==> config.mk <==
export PLATFORM = sky130hd
export DESIGN_NAME = fetch_queue_stage
export DESIGN_NICKNAME = d
export VERILOG_FILES = /design/src/rtl/fetch_queue_stage.sv
export SDC_FILE = /design/constraint.sdc
export NUM_CORES = 1
export LEC_CHECK = 0
export BUFFER_PORTS_ARGS = -buffer_cell sky130_fd_sc_hd__buf_2
export CAP_MARGIN = 20
export CORE_ASPECT_RATIO = 0.5
export CORE_MARGIN = 2
export CORE_UTILIZATION = 56
export CTS_CLUSTER_SIZE = 40
export DETAILED_ROUTE_END_ITERATION = 6
export PLACE_DENSITY = 0.88
export SKIP_LAST_GASP = 1
export SYNTH_ARGS = -nofsm -noshare
export SYNTH_HDL_FRONTEND = slang
export SYNTH_SLANG_ARGS = --single-unit
==> constraint.sdc <==
create_clock -name CLK -period 3.46 [get_ports CLK]
set_input_delay 0.346 -clock CLK [delete_from_list [all_inputs] [get_ports CLK]]
set_output_delay 0.346 -clock CLK [all_outputs]
set_load 0.02 [all_outputs]
==> src/rtl/fetch_queue_stage.sv <==
// Decoupled fetch stage: owns the fetch PC, steers it from the branch predictor,
// and buffers returned instructions in a DEPTH-entry FIFO drained by the scoreboard.
module fetch_queue_stage #(
  parameter int XLEN = 32,
  parameter int DEPTH = 4,
  parameter logic [XLEN-1:0] RESET_PC = '0,
  parameter logic [XLEN-1:0] PC_STEP = XLEN'(4)
) (
  input  logic                       CLK,
  input  logic                       RST,
  input  logic                       ihit,
  input  logic [XLEN-1:0]            imemload,
  output logic                       imemREN,
  output logic [XLEN-1:0]            imemaddr,
  output logic [XLEN-1:0]            bp_pc,
  input  logic                       bp_taken,
  input  logic [XLEN-1:0]            bp_target,
  input  logic                       redirect,
  input  logic [XLEN-1:0]            redirect_pc,
  input  logic                       halt,
  input  logic                       deq_ready,
  output logic                       deq_valid,
  output logic [XLEN-1:0]            deq_pc,
  output logic [XLEN-1:0]            deq_instr,
  output logic                       deq_pred,
  output logic [$clog2(DEPTH+1)-1:0] count
);

  localparam int PW = $clog2(DEPTH);
  localparam int CW = $clog2(DEPTH+1);
  localparam logic [CW-1:0] FULL_COUNT = CW'(DEPTH);

  typedef enum logic [1:0] {RUN, FULL, HALTED} state_t;

  state_t          state, next_state;
  logic [XLEN-1:0] fetch_pc, next_pc;
  logic [PW-1:0]   head, tail;
  logic [CW-1:0]   count_q;
  logic            enq, deq, flush;

  logic [XLEN-1:0] pc_mem    [DEPTH];
  logic [XLEN-1:0] instr_mem [DEPTH];
  logic [DEPTH-1:0] pred_mem;

  assign imemREN   = (state == RUN) && !redirect && !halt;
  assign imemaddr  = fetch_pc;
  assign bp_pc     = fetch_pc;
  assign enq       = imemREN && ihit;
  assign deq_valid = (count_q != '0) && (state != HALTED);
  assign deq       = deq_valid && deq_ready;
  assign flush     = halt || redirect || (state == HALTED);
  assign next_pc   = bp_taken ? bp_target : fetch_pc + PC_STEP;
  assign count     = count_q;

  assign deq_pc    = deq_valid ? pc_mem[head]    : '0;
  assign deq_instr = deq_valid ? instr_mem[head] : '0;
  assign deq_pred  = deq_valid ? pred_mem[head]  : 1'b0;

  always_comb begin
    next_state = state;
    if (halt) begin
      next_state = HALTED;
    end else begin
      case (state)
        RUN: begin
          if (!redirect && enq && !deq && count_q == FULL_COUNT - CW'(1))
            next_state = FULL;
        end
        FULL: begin
          if (redirect || (deq && !enq))
            next_state = RUN;
        end
        HALTED: next_state = HALTED;
        default: next_state = RUN;
      endcase
    end
  end

  // Halt outranks redirect, and HALTED keeps the queue empty until reset.
  always_ff @(posedge CLK) begin
    if (RST) begin
      state    <= RUN;
      fetch_pc <= RESET_PC;
      head     <= '0;
      tail     <= '0;
      count_q  <= '0;
    end else begin
      state <= next_state;
      if (flush) begin
        head    <= '0;
        tail    <= '0;
        count_q <= '0;
        if (!halt && state != HALTED)
          fetch_pc <= redirect_pc;
      end else begin
        if (enq) begin
          tail     <= tail + PW'(1);
          fetch_pc <= next_pc;
        end
        if (deq)
          head <= head + PW'(1);
        case ({enq, deq})
          2'b10:   count_q <= count_q + CW'(1);
          2'b01:   count_q <= count_q - CW'(1);
          default: count_q <= count_q;
        endcase
      end
    end
  end

  always_ff @(posedge CLK) begin
    if (!RST && enq) begin
      pc_mem[tail]    <= fetch_pc;
      instr_mem[tail] <= imemload;
      pred_mem[tail]  <= bp_taken;
    end
  end

endmodule

Word level (Yosys, flattened, before mapping) --
Memory sizes are Yosys's and may differ from the RTL's. A register that Yosys moved wholly into a read port is not among the register bits. Cells that the tools add are included.
Word-level totals: bits in writable memories 256, word-level logic and storage cells 80, bits of input ports 103, memories 2, output and inout bits 134, bits in registers 45
Operators by class: reduce and logical (&&, ||, !) cells 29, eq/ne operators 11, multiplexer cells 23, add/sub/neg operators 5, $lt $le $gt $ge 3
Memories:
- instr_mem | depth 4, width 32, read ports 1, clocked after Yosys merged registers in 1, wr ports 1, RTL line 42 | logic [XLEN-1:0] instr_mem [DEPTH];
- pc_mem | depth 4, width 32, read ports 1, clocked after Yosys merged registers in 1, wr ports 1, RTL line 41 | logic [XLEN-1:0] pc_mem [DEPTH];
Operators by type and width (number):
- $mux W32 | 6
- $add A32 B3 Y32 const B | 1
- $mux W2 | 7
- $logic_and A1 B1 Y1 | 12
- $lt A2 B3 Y1 const B | 2
- $pmux W2 S3 | 1
- $pmux W3 S2 | 1
- $reduce_and A2 Y1 | 3
- $logic_not A1 Y1 | 5
- $mux W1 | 5
- $add A2 B1 Y2 const B | 2
- $bwmux W4 | 1
- $eq A2 B1 Y1 const B | 2
- $eq A2 B2 Y1 const B | 2
- $ne A2 B1 Y1 const B | 2
- $ne A2 B2 Y1 const B | 2
- $reduce_bool A2 Y1 | 2
- $reduce_or A2 Y1 | 2
- $add A3 B1 Y3 const B | 1
- $eq A3 B2 Y1 const B | 1
- $logic_or A1 B1 Y1 | 3
- $ne A3 B2 Y1 const B | 1
- $ne A3 B3 Y1 const B | 1
- $reduce_bool A3 Y1 | 1
- other kinds (5) | 5

Longest topological paths before layout --
word-level depth 10, gate-level depth with buffers 11, mapped depth without buffers 10

Least setup slack after synthesis --
No wires, ideal clock.
path kind input -> register, start point input halt, end point memory instr_mem[0][0] (enable), setup time 0.430 ns, arrival time 2.658 ns, stages on the path 5, required time 3.030 ns, setup slack 0.371 ns, buffers on the path 1, cell sequence nor2_1 nand2_1 clkbuf_1 nor2_1 and3_1
Between the ends: word-level cells in the longest chain between the ends 6
RTL lines:
- start: declaration | RTL line 20 | input logic halt,
- $logic_not A1 Y1 | RTL line 45 | assign imemREN = (state == RUN) && !redirect && !halt;
- $logic_and A1 B1 Y1 | RTL line 45
- $logic_and A1 B1 Y1 | RTL line 48 | assign enq = imemREN && ihit;
- $logic_and A1 B1 Y1 | RTL line 112 | if (!RST && enq) begin
- $mux W1 | RTL line 112
- $mux W1 (not written as such) | RTL line 114 | instr_mem[tail] <= imemload;
- end: declaration | RTL line 42
Every way passes these cells.

==> results.md <==
* Run status: complete, no violations
* Remaining DRCs at 0
* Initial core utilization at 57.0%
* Top-area cell type share of the netlist area at about three fifths
* Period minus WS final at 2.73 ns
* Hold WC Path Type: in -> reg
* CTS tree: built
* Hold Fails Final Rpt at 0
* Nets at 1,155
* WL met3 at 2.44 mm
* Final Max Tran Viols at 0
* Via count at 8,394
* Detail Route Antenna Nets at 0
* WL final at around 32 mm
* Root Driver: clkbuf_16
* Setup Viol. Count Final at 0
* WL met2 at approximately 16 mm
* Most frequent cell after synthesis: edfxtp_1
* Yosys top cell by area: edfxtp_1
* CP Max Fanout at 64
* Crit path kind: reg -> out
* Clk pin slew, worst setup/hold paths at 0.07 ns
* Post-CTS Setup Inserts at 0
* Post-synth top cells: edfxtp_1, and2_1, mux4_2, dfxtp_1, nand2_1
* # diodes at 0
* Largest net degree at the start of global routing at 71
* Syn Inst Count at 843
* Pwr/cell area at 491 nW/um2
* First-pass GRT wire length at roughly 48 mm
* Post-synth ARST share at 0%
* GPL Wtd Cong at 0.930
* Area Growth Syn to Fin at 17.0%
* FF+latch count, synth at 303
* Number of synthesized flops with an enable pin at 260
* Final Skew at around 0.012 ns
* Vias in the first global route at 8,427
* Syn Nets at ~950
* Hold buffer count at CTS at 0
* Initial DRC Count at approximately 980
* WP data required at 3.11 ns
* Final TNS setup at 0 ns
* Post-synthesis sequential area ratio at 66.7%
* Period utilisation layout at approximately 79%
* Worst slew pin tran at 1.05 ns
* Die Height at 112 um
* Crit path launch type: flip-flop
* CORE AREA at roughly 23,000 um2
* Full die area at 24,500 um2
* YS warnings at 0
* Global route overflow at 0
* Arrival @ worst endpoint at 2.39 ns
* CP endpoint kind: output pin
* Cell area after synthesis at 13,000 um2
* Max VDD drop at approximately 340 uV
* IO Pins at 237
* # resized after CTS at 0
* Leak at ~5.5 nW
* Top_reg_cell synth: edfxtp_1
* Post-DR wirelength/cell at roughly 23 um
* Met1 Wirelength at 12.7 mm
* Netlist cell types at 56
* Clk buf depth at 3
* Clock Latency Late Sink at about 0.53 ns
* Initial antenna violation count at 0
* Final Util at between 60% and 70%
* Port Buffer Count at 236
* FMAX at roughly 0.37 GHz
* Iteration count of the initial detailed-routing pass at 5
* Mapped Avg Cell Area at 15.4 um2
* Via/cell ratio at just over 6
* Sink Count at 303
* GRT Total Usage at 25.6%
* Uppermost layer routed: met4
* Max-Cap Viols at 0
* Dpl hpwl at 20.0 mm
* Synth top area cells: edfxtp_1, mux4_2, dfxtp_1
* Num CTS Buffers at 27
* H-tree levels at 1
* RSZ-0062 raised after global routing: false
* Share of cells above drive strength 1 at 35.0%
* Rows at 39
* Die W at 219 um
* Slew headroom at 29.9%
==> per-layer routing <==
metal / vias to the layer above / global-route usage, %
met5: - / 0
met4: 0 / 6.89
met3: 72 / 4.51
met2: 442 / 42.4
met1: 4223 / 35.4
li1: 3657 / -
==> kinds of logic (layout without fill, tap and decap cells) <==
| logic type | after synthesis | after routing | synth area share, % |
|---|---|---|---|
| flip-flops | 303 | 303 | 66.7 |
| multiplexers | 74 | 74 | 12.0 |
| buffers and inverters | 90 | 313 | 3.63 |
| adder cells (fa/ha/maj) | 7 | 7 | 0.674 |
| XOR/XNOR | 16 | 16 | 1.08 |
| AND/OR/NAND/NOR | 217 | 217 | 9.37 |
| AO/OA/AOI/OAI | 136 | 136 | 6.51 |
==> sequential cells by signal, indices dropped and copies added (netlist names), named ones only <==
| signal | flops |
|---|---|
| pc_mem | 128 |
| bp_pc | 32 |
| head | 2 |
| count | 3 |
| instr_mem | 128 |
| tail | 2 |
| state | 2 |
| pred_mem | 4 |
==> power by group <==
group / switching [mW] / leakage (nW) / internal (mW)
Combinational: 0.253 / 2.38 / 0.144
Sequential: 0.0947 / 2.69 / 4.00
Clock: 1.30 / 0.422 / 1.66
Total: 1.65 / 5.49 / 5.81
==> layout by cell type, fill, tap and decap left out, drive strengths merged, types with 8 or more instances in the layout <==
cell / instances
clkinv: 12
and3: 11
inv: 13
nand3: 20
clkbuf: 33
buf: 252
and2: 69
o21ai: 41
o211ai: 14
dfxtp: 43
mux4: 65
nor2: 24
a21oi: 37
nand2: 42
edfxtp: 260
nor3: 14
xnor2: 9
nand4: 12
a31oi: 8
==> stage by stage <==
step | hold slack, ns | total power, mW | instances | area [um2] | setup WS [ns]
floorplan | 0.425 | 4.38 | 843 | 13000 | 0.371
global placement | 0.503 | 4.54 | 1323 | 14300 | 1.01
detailed placement | 0.526 | 4.56 | 1323 | 14300 | 0.885
CTS | 0.00641 | 7.48 | 1373 | 15200 | 0.747
global route | 0.0128 | 7.64 | 1373 | 15200 | 0.651
finish | 0.0281 | 7.46 | 1373 | 15200 | 0.727
==> worst max-delay path, stage by stage, from the launching register on <==
cell and delay, ns:
dfxtp_4 0.96, mux4_2 0.43, and2_1 0.21, buf_2 0.17
==> final cells by class <==
cell class | count | area (um2)
clock buffer | 33 | 698
multi-input combinational | 450 | 3870
fill | 1512 | 7590
timing repair buffer | 252 | 1360
clock inverter | 17 | 163
tap | 307 | 384
inverter | 11 | 41.3
sequential | 303 | 8680
==> worst paths after layout <==
kind,startpoint,end,slack (ns),cells after the start
hold reg to reg,count[2],count[2],0.54,2
setup / recovery,flip-flop,deq_instr[19],0.73,3
hold / removal,halt,state[0],0.03,2
setup reg to reg,state[0],instr_mem[3][16],0.95,6
Note: power is estimated with default switching activity, not from simulation.
